File: src/rtl/fib_bcd_conv_pkg.sv
// Shared constants and state encodings for the fib -> BCD conversion stage.
// WIDTH default matches the upstream fib instance.
package fib_bcd_conv_pkg;
  localparam int DEFAULT_WIDTH  = 32;
  localparam int DEFAULT_DIGITS = 10;
  localparam int BCD_DIGIT_W    = 4;

  typedef enum logic {
    ST_IDLE    = 1'b0,
    ST_CONVERT = 1'b1
  } state_t;
endpackage

File: src/rtl/fib_bcd_conv_if.sv
// Strobe/busy handshake bundle between the fib stage (master) and the BCD converter (slave).
interface fib_bcd_conv_if
  import fib_bcd_conv_pkg::*;
#(
  parameter int WIDTH  = DEFAULT_WIDTH,
  parameter int DIGITS = DEFAULT_DIGITS
);
  // Handshake: i_stb is sampled on a rising edge only while o_busy is low, and that
  // edge also captures i_bin. o_valid is a single-cycle pulse that coincides with
  // o_busy falling and with o_bcd taking the new result; o_bcd holds otherwise.
  logic                          i_stb;
  logic                          o_busy;
  logic [WIDTH-1:0]              i_bin;
  logic [BCD_DIGIT_W*DIGITS-1:0] o_bcd;
  logic                          o_valid;

  modport master (
    output i_stb, i_bin,
    input  o_busy, o_bcd, o_valid
  );

  modport slave (
    input  i_stb, i_bin,
    output o_busy, o_bcd, o_valid
  );
endinterface

File: src/rtl/fib_bcd_conv_digit_adj.sv
// Double-dabble digit correction: add 3 to a BCD digit of 5 or more before it is shifted.
module bcd_digit_adj
  import fib_bcd_conv_pkg::*;
(
  input  logic [BCD_DIGIT_W-1:0] digit_i,
  output logic [BCD_DIGIT_W-1:0] digit_o
);
  always_comb begin
    digit_o = digit_i;
    if (digit_i >= BCD_DIGIT_W'(5)) begin
      digit_o = digit_i + BCD_DIGIT_W'(3);
    end
  end
endmodule

File: src/rtl/fib_bcd_conv.sv
// Sequential binary-to-BCD converter: one double-dabble iteration per clock,
// WIDTH cycles from accept to result.
module fib_bcd_conv
  import fib_bcd_conv_pkg::*;
#(
  parameter int WIDTH  = DEFAULT_WIDTH,
  parameter int DIGITS = DEFAULT_DIGITS
)(
  input  logic            i_clk,
  input  logic            i_reset_n,
  fib_bcd_conv_if.slave   bus,
  output state_t          dbg_state_o
);
  localparam int CW = $clog2(WIDTH + 1);
  localparam int BW = BCD_DIGIT_W * DIGITS;

  state_t           state_q;
  logic [CW-1:0]    cnt_q;
  logic [WIDTH-1:0] shift_q;
  logic [BW-1:0]    scratch_q;
  logic [BW-1:0]    bcd_q;
  logic             valid_q;
  logic             busy_q;

  logic [BW-1:0]    adj;
  logic [BW-1:0]    scratch_d;
  logic [WIDTH-1:0] shift_d;

  // All digits are corrected from their pre-shift values in parallel.
  for (genvar g = 0; g < DIGITS; g++) begin : g_adj
    bcd_digit_adj u_adj (
      .digit_i (scratch_q[g*BCD_DIGIT_W +: BCD_DIGIT_W]),
      .digit_o (adj[g*BCD_DIGIT_W +: BCD_DIGIT_W])
    );
  end

  // The MSB of the top digit falls off, giving value mod 10^DIGITS when too narrow.
  assign scratch_d = {adj[BW-2:0], shift_q[WIDTH-1]};
  assign shift_d   = {shift_q[WIDTH-2:0], 1'b0};

  always_ff @(posedge i_clk or negedge i_reset_n) begin
    if (!i_reset_n) begin
      state_q   <= ST_IDLE;
      cnt_q     <= '0;
      shift_q   <= '0;
      scratch_q <= '0;
      bcd_q     <= '0;
      valid_q   <= 1'b0;
      busy_q    <= 1'b0;
    end else begin
      valid_q <= 1'b0;
      case (state_q)
        ST_IDLE: begin
          if (bus.i_stb) begin
            shift_q   <= bus.i_bin;
            scratch_q <= '0;
            cnt_q     <= CW'(WIDTH);
            busy_q    <= 1'b1;
            state_q   <= ST_CONVERT;
          end
        end
        ST_CONVERT: begin
          scratch_q <= scratch_d;
          shift_q   <= shift_d;
          cnt_q     <= cnt_q - CW'(1);
          if (cnt_q == CW'(1)) begin
            bcd_q   <= scratch_d;
            valid_q <= 1'b1;
            busy_q  <= 1'b0;
            state_q <= ST_IDLE;
          end
        end
        default: state_q <= ST_IDLE;
      endcase
    end
  end

  assign bus.o_busy  = busy_q;
  assign bus.o_bcd   = bcd_q;
  assign bus.o_valid = valid_q;
  assign dbg_state_o = state_q;
endmodule

File: src/flat_wrapper.sv
// flat-port wrapper written by rule: the top's interface ports become plain ports
module fib_bcd_conv_flat import fib_bcd_conv_pkg::*;
#(
  parameter int WIDTH  = DEFAULT_WIDTH,
  parameter int DIGITS = DEFAULT_DIGITS
)
  (i_clk, i_reset_n, dbg_state_o, bus_i_stb, bus_i_bin, bus_o_busy, bus_o_bcd, bus_o_valid);
  fib_bcd_conv_if #(.WIDTH(WIDTH), .DIGITS(DIGITS)) bus_i ();
  input  logic i_clk;
  input  logic i_reset_n;
  output state_t dbg_state_o;
  input wire logic [$bits(bus_i.i_stb)-1:0] bus_i_stb;
  input wire logic [$bits(bus_i.i_bin)-1:0] bus_i_bin;
  output wire logic [$bits(bus_i.o_busy)-1:0] bus_o_busy;
  output wire logic [$bits(bus_i.o_bcd)-1:0] bus_o_bcd;
  output wire logic [$bits(bus_i.o_valid)-1:0] bus_o_valid;
  assign bus_i.i_stb = bus_i_stb;
  assign bus_i.i_bin = bus_i_bin;
  assign bus_o_busy = bus_i.o_busy;
  assign bus_o_bcd = bus_i.o_bcd;
  assign bus_o_valid = bus_i.o_valid;
  fib_bcd_conv #(.WIDTH(WIDTH), .DIGITS(DIGITS)) u_core (.i_clk(i_clk), .i_reset_n(i_reset_n), .bus(bus_i), .dbg_state_o(dbg_state_o));
endmodule
File: config.mk
export PLATFORM = sky130hd
export DESIGN_NAME = fib_bcd_conv_flat
export DESIGN_NICKNAME = d
export VERILOG_FILES = /design/src/rtl/fib_bcd_conv_pkg.sv /design/src/rtl/fib_bcd_conv_if.sv /design/src/rtl/fib_bcd_conv_digit_adj.sv /design/src/rtl/fib_bcd_conv.sv /design/src/flat_wrapper.sv
export SDC_FILE = /design/constraint.sdc
export NUM_CORES = 1
export LEC_CHECK = 0
export BUFFER_PORTS_ARGS = -buffer_cell sky130_fd_sc_hd__buf_4
export CAP_MARGIN = 10
export CELL_PAD_IN_SITES_DETAIL_PLACEMENT = 1
export CELL_PAD_IN_SITES_GLOBAL_PLACEMENT = 2
export CORE_MARGIN = 2
export CORE_UTILIZATION = 38
export DETAILED_ROUTE_END_ITERATION = 16
export GPL_TIMING_DRIVEN = 0
export PLACE_DENSITY = 0.87
export SLEW_MARGIN = 10
export SYNTH_ARGS = -nofsm -noshare
export SYNTH_HDL_FRONTEND = slang
export SYNTH_HIERARCHICAL = 1
export SYNTH_SLANG_ARGS = --single-unit
File: constraint.sdc
create_clock -name i_clk -period 1.7 [get_ports i_clk]
set_input_delay 0.17 -clock i_clk [delete_from_list [all_inputs] [get_ports i_clk]]
set_output_delay 0.17 -clock i_clk [all_outputs]
set_load 0.03 [all_outputs]
# Word-level counts from Yosys, hierarchy flattened
# Index checks and enable logic that the tools add are counted.
totals:
  ff_bits: 121
  inputBits: 35
  output_inout_bits: 43
  elab_cells: 58
classes:
  n_addsub: 11
  order_cmp: 10
  n_eq_ne: 3
  mux: 24
  bitwise: 1
  reduce_logical: 2
ops:
  columns: ["op", "n"]
  rows:
  - ["$pmux 40 s2", 1]
  - ["$pmux 32 s2", 1]
  - ["$ge 4x3->1 const B", 10]
  - ["$mux 40", 1]
  - ["$add 4x2->4 const B", 9]
  - ["$mux 4", 9]
  - ["$mux 32", 1]
  - ["$pmux 6 s2", 1]
  - ["$eq 6x1->1 const B", 1]
  - ["$mux 1", 6]
  - ["$mux 6", 1]
  - ["$sub 6x1->6 const B", 1]
  - ["$ne 2x2->1 const B", 2]
  - ["$pmux 1 s2", 2]
  - ["$reduce_and 2->1", 2]
  - ["$add 3x2->3 const B", 1]
  - ["$mux 3", 1]
  - ["$not 1->1", 1]

# Longest topological paths before layout
depth:
  word_depth: 3
  depth_mapped: 7
  depth_no_buf: 6

# Cells and area by module
# Netlist, hierarchy kept.
modules_own_cells:
  columns: ["mod", "instances", "cells_per_inst", "area_each_um2", "seq_area_each_um2"]
  rows:
  - ["fib_bcd_conv", 1, 350, 4898.4, 3027.9]
  - ["bcd_digit_adj", 10, 16, 101.3, 0.0]

# Worst setup path after synthesis
# No wires, ideal clock.
synth_path:
  path_kind: "reg-to-reg"
  startpoint: "register u_core.state_q (netlist: u_core/dbg_state_o)"
  endpoint: "register u_core.bcd_q[10] (netlist: u_core/bus.o_bcd[10])"
  setup_ns: 0.125
  arrival_ns: 1.394
  t_required_ns: 1.575
  path_slack_ns: 0.181
  stages_incl_launch_ff: 5
  path_buffers: 1
  synth_period_minus_slack_ns: 1.519
  cell_sequence: "dfrtp_1 and4bb_1 nand2_2 buf_6 mux2_4"
synth_between:
  elab_chain_cells: 1
synth_lines:
  columns: ["element", "line_no", "text"]
  rows:
  - ["start: declaration", "fib_bcd_conv.sv:17", "state_t state_q;"]
  - ["start signal: assignment", "fib_bcd_conv.sv:43", "state_q <= ST_IDLE;"]
  - ["start signal: assignment", "fib_bcd_conv.sv:59", "state_q <= ST_CONVERT;"]
  - ["start signal: assignment", "fib_bcd_conv.sv:70", "state_q <= ST_IDLE;"]
  - ["$reduce_and 2->1 (no source line)", null, null]
  - ["end signal: assignment", "fib_bcd_conv.sv:67", "bcd_q <= scratch_d;"]
  - ["end: declaration", "fib_bcd_conv.sv:21", "logic [BW-1:0] bcd_q;"]
# No other way between the ends.
# A chain may end at the register's enable or synchronous reset.

# Worst setup path after layout
layout_path:
  startpoint: "register u_core.scratch_q[12]"
  endpoint: "register u_core.bcd_q[14] (netlist: u_core/bus.o_bcd[14])"
layout_between:
  elab_chain_cells: 2
  elab_cells_between_ends: 3
  cone_classes: "add/sub (1); order compare (1); mux (1)"
layout_lines:
  columns: ["element", "line_no", "text"]
  rows:
  - ["start: declaration", "fib_bcd_conv.sv:20", "logic [BW-1:0] scratch_q;"]
  - ["start signal: assignment", "fib_bcd_conv.sv:63", "scratch_q <= scratch_d;"]
  - ["$add 4x2->4 / $ge 4x3->1 (equally long branches)", "fib_bcd_conv_digit_adj.sv:11, fib_bcd_conv_digit_adj.sv:10", null]
  - ["$mux 4 *", "fib_bcd_conv_digit_adj.sv:10", "if (digit_i >= BCD_DIGIT_W'(5)) begin"]
  - ["named net u_core.adj[13]", "fib_bcd_conv.sv:25", "logic [BW-1:0] adj;"]
# Mark *: on every way through the listed nets, which the timed path passes. The rest lies on a longest branch.

==> metrics.txt <==
# TYPE chip_impl_metric gauge
chip_impl_metric{name="track_usage",unit="%"} 17.6
chip_impl_metric{name="post_synth.cell_area_avg",unit="um^2"} 11.6
chip_impl_metric{name="die-area",unit="um^2"} 16500
chip_impl_metric{name="wire_length_reported_by_the_detailed_router",unit="um"} 13500
chip_impl_info{name="crit_path_start_kind",value="flop"} 1
chip_impl_metric{name="report.power.total",unit="mW"} 15.3
chip_impl_metric{name="wire_length_of_the_first_global_routing_pass",unit="um"} 22700
chip_impl_metric{name="post-route-util",unit="%"} 49.0
chip_impl_info{name="clock_tree.root_cell",value="sky130_fd_sc_hd__clkbuf_16"} 1
chip_impl_metric{name="std_cell_rows",unit=""} 45
chip_impl_metric{name="ir_worst_vdd",unit="mV"} 0.711
chip_impl_metric{name="multi_input_comb_area",unit="um^2"} 2660
chip_impl_metric{name="clock_latency",unit="ns"} 0.42
chip_impl_info{name="worst_hold_startpoint",value="bus_i_bin[29]"} 1
chip_impl_metric{name="port_buffers",unit=""} 76
chip_impl_metric{name="dp_worst_setup_slack",unit="ns"} 0.0328
chip_impl_info{name="run_status",value="completed"} 1
chip_impl_metric{name="cts_num_sinks",unit=""} 121
chip_impl_info{name="setup.worst_path.class",value="flop to flop"} 1
chip_impl_metric{name="grt_overflow",unit=""} 0
chip_impl_metric{name="rr_worst_depth",unit=""} 5
chip_impl_metric{name="ios",unit=""} 78
chip_impl_metric{name="timing.final.ws_setup",unit="ns"} 0.0780
chip_impl_metric{name="pin_slew_with_the_least_headroom_to_its_limit",unit="ns"} 0.598
chip_impl_metric{name="syn2layout_area_growth",unit="%"} 26.4
chip_impl_metric{name="final_area",unit="um^2"} 7450
chip_impl_metric{name="max_cap_viol_count",unit=""} 0
chip_impl_metric{name="finalNetCount",unit=""} 661
chip_impl_info{name="whs_endpoint",value="u_core/shift_q[29]$_DFFE_PN0P_"} 1
chip_impl_metric{name="detailed_place_hpwl",unit="um"} 9250
chip_impl_metric{name="timing.fmax",unit="GHz"} 0.617
chip_impl_metric{name="mean_number_of_vias_per_cell",unit=""} 5.15
chip_impl_metric{name="power.leakage",unit="nW"} 3.79
chip_impl_metric{name="layout_worst_path_cycle_share",unit="%"} 95.4
chip_impl_metric{name="via_count_of_the_first_global_routing_pass",unit=""} 4451
chip_impl_metric{name="final.hold.worst_slack",unit="ns"} 0.0448
chip_impl_metric{name="firstDrtPassIters",unit=""} 4
chip_impl_metric{name="ant_diodes",unit=""} 0
chip_impl_metric{name="number_of_buffers_inserted_during_clock_tree_synthesis",unit=""} 17
chip_impl_metric{name="hold_viol",unit=""} 0
chip_impl_metric{name="met2_usage",unit="%"} 29.2
chip_impl_metric{name="report.final.setup_viol",unit=""} 0
chip_impl_metric{name="cp_data_arrival_time",unit="ns"} 1.97
chip_impl_info{name="final_cell_mix",value="120 x sky130_fd_sc_hd__dfrtp_1, 75 x sky130_fd_sc_hd__buf_4, 71 x sky130_fd_sc_hd__nand2_1, 41 x sky130_fd_sc_hd__o21ai_0, 40 x sky130_fd_sc_hd__a22o_1"} 1
chip_impl_metric{name="finalCriticalPeriod",unit="ns"} 1.62
chip_impl_metric{name="hold_depth",unit=""} 3
chip_impl_metric{name="dr.first_iter.drc_count",unit=""} 219
chip_impl_metric{name="cts.path.max_buffers",unit=""} 2
chip_impl_metric{name="worst-endpoint-required",unit="ns"} 2.05
chip_impl_metric{name="clk_pin_slew",unit="ns"} 0.06
chip_impl_metric{name="crit_fanout",unit=""} 5
chip_impl_metric{name="syn_area",unit="um^2"} 5890
chip_impl_metric{name="ys.warnings.count",unit=""} 6
chip_impl_metric{name="routed_via_count",unit=""} 4147
chip_impl_metric{name="final_max_slew_viol_count",unit=""} 0
chip_impl_metric{name="dieHeight",unit="um"} 129
chip_impl_metric{name="coreArea",unit="um^2"} 15200
chip_impl_metric{name="drc",unit=""} 0
chip_impl_metric{name="start_util",unit="%"} 38.8
chip_impl_metric{name="gr-usage-met3",unit="%"} 4.78
chip_impl_info{name="rr_startpoint",value="u_core/scratch_q[12]$_DFFE_PN0P_"} 1
chip_impl_metric{name="final_layout_size_suffix_gt1_share",unit="%"} 29.3
chip_impl_info{name="clock_tree_from_tritoncts",value="done"} 1
chip_impl_info{name="timing.rr.end",value="u_core/bus.o_bcd[14]$_DFFE_PN0P_"} 1
chip_impl_metric{name="maxSlewHeadroom",unit="%"} 60.0
chip_impl_metric{name="globalRouteMet1Util",unit="%"} 22.1
chip_impl_metric{name="clock-skew-final",unit="ns"} 0.00881
chip_impl_metric{name="globalplace.congestion",unit=""} 0.737
chip_impl_metric{name="die_w",unit="um"} 129
chip_impl_metric{name="cts_h_tree_lvls",unit=""} 4
chip_impl_info{name="critPathCaptureType",value="flop"} 1
chip_impl_metric{name="cts_setup_buffers",unit=""} 0
chip_impl_metric{name="pwr_cell_area",unit="nW/um^2"} 2050
chip_impl_info{name="worst_hold_path_type",value="input port to flop"} 1
chip_impl_metric{name="synthesis.nets",unit=""} 563
chip_impl_metric{name="postSynthCellCount",unit=""} 506
chip_impl_info{name="mostFrequentLayoutCell",value="sky130_fd_sc_hd__dfrtp_1"} 1
chip_impl_metric{name="n_fill_cell",unit=""} 1625
chip_impl_info{name="grt_busiest_layer",value="met2"} 1
chip_impl_metric{name="average_routed_wire_per_standard_cell",unit="um"} 16.8
chip_impl_metric{name="area.sequential",unit="um^2"} 3030
chip_impl_metric{name="antenna_violations_before_repair",unit=""} 0
chip_impl_metric{name="postRouteAntennaNets",unit=""} 0
chip_impl_metric{name="dpl-instance-area",unit="um^2"} 6730
chip_impl_metric{name="rrSetupSlack",unit="ns"} 0.08
chip_impl_metric{name="grt_start_max_net_pins",unit=""} 85
[worst max-delay path by stage]
| stage | startpoint | endpoint | slack [ns] | cells after the start |
|---|---|---|---|---|
| global route | u_core/scratch_q[8]$_DFFE_PN0P_ | u_core/scratch_q[10]$_DFFE_PN0P_ | -0.004 | 6 |
| floorplan | u_core/dbg_state_o$_DFF_PN0_ | u_core/bus.o_bcd[10]$_DFFE_PN0P_ | 0.18 | 4 |
| finish | u_core/scratch_q[12]$_DFFE_PN0P_ | u_core/bus.o_bcd[14]$_DFFE_PN0P_ | 0.08 | 5 |
| global placement | u_core/cnt_q[0]$_DFFE_PN0P_ | u_core/bus.o_bcd[28]$_DFFE_PN0P_ | 0.05 | 5 |
| detailed placement | u_core/cnt_q[0]$_DFFE_PN0P_ | u_core/bus.o_bcd[23]$_DFFE_PN0P_ | 0.03 | 5 |
| CTS | u_core/cnt_q[0]$_DFFE_PN0P_ | u_core/bus.o_bcd[23]$_DFFE_PN0P_ | 0.02 | 5 |
[metal layers]
| layer | wire (um) | share of wire [%] | vias to the layer above |
|---|---|---|---|
| met5 | 0 | 0 | - |
| met4 | 229 | 1.7 | 0 |
| met3 | 496 | 3.7 | 19 |
| met2 | 6640 | 49 | 73 |
| met1 | 6160 | 46 | 2101 |
| li1 | - | - | 1954 |
[sequential cells by signal, summed over array words and instances, names as in the netlist]
register and flops:
u_core/scratch_q 40, u_core/shift_q 32, u_core/bus.o_valid 1, u_core/bus.o_busy 1, u_core/cnt_q 6, u_core/dbg_state_o 1
u_core/bus.o_bcd 40
[area by class of cell]
cell class,count,share of cell area (%)
Inverter,26,1.31
Sequential cell,121,40.7
Buffer,24,2.07
Clock buffer,26,6.97
Clock inverter,6,1.78
Tap cell,188,3.16
Timing Repair Buffer,79,8.35
Multi-Input combinational cell,335,35.7
[where the power goes]
| group | switching [mW] | internal, mW |
|---|---|---|
| Combinational | 3.22 | 3.06 |
| Sequential | 0.988 | 4.03 |
| Clock | 1.28 | 2.69 |
| Total | 5.49 | 9.78 |
[stage by stage]
stage	std cells	setup TNS, ns
finish	805	0
global route	805	-0.00375
CTS	805	0
detailed placement	771	0
global placement	770	0
floorplan	506	0
[repair_timing]
item | CTS | global route
resized for setup | 0 | 14
endpoints found under the hold margin | 38 | 0
hold buffers | 2 | 0
setup endpoints to repair | 0 | 55
[worst max-delay path, stage by stage, from the launching register on]
cell	delay, ns
sky130_fd_sc_hd__dfrtp_1	0.43
sky130_fd_sc_hd__ha_1	0.22
sky130_fd_sc_hd__nand2b_1	0.17
sky130_fd_sc_hd__a21oi_2	0.21
sky130_fd_sc_hd__mux2i_1	0.34
sky130_fd_sc_hd__mux2_4	0.20
Power figures use the tool's default switching activity.
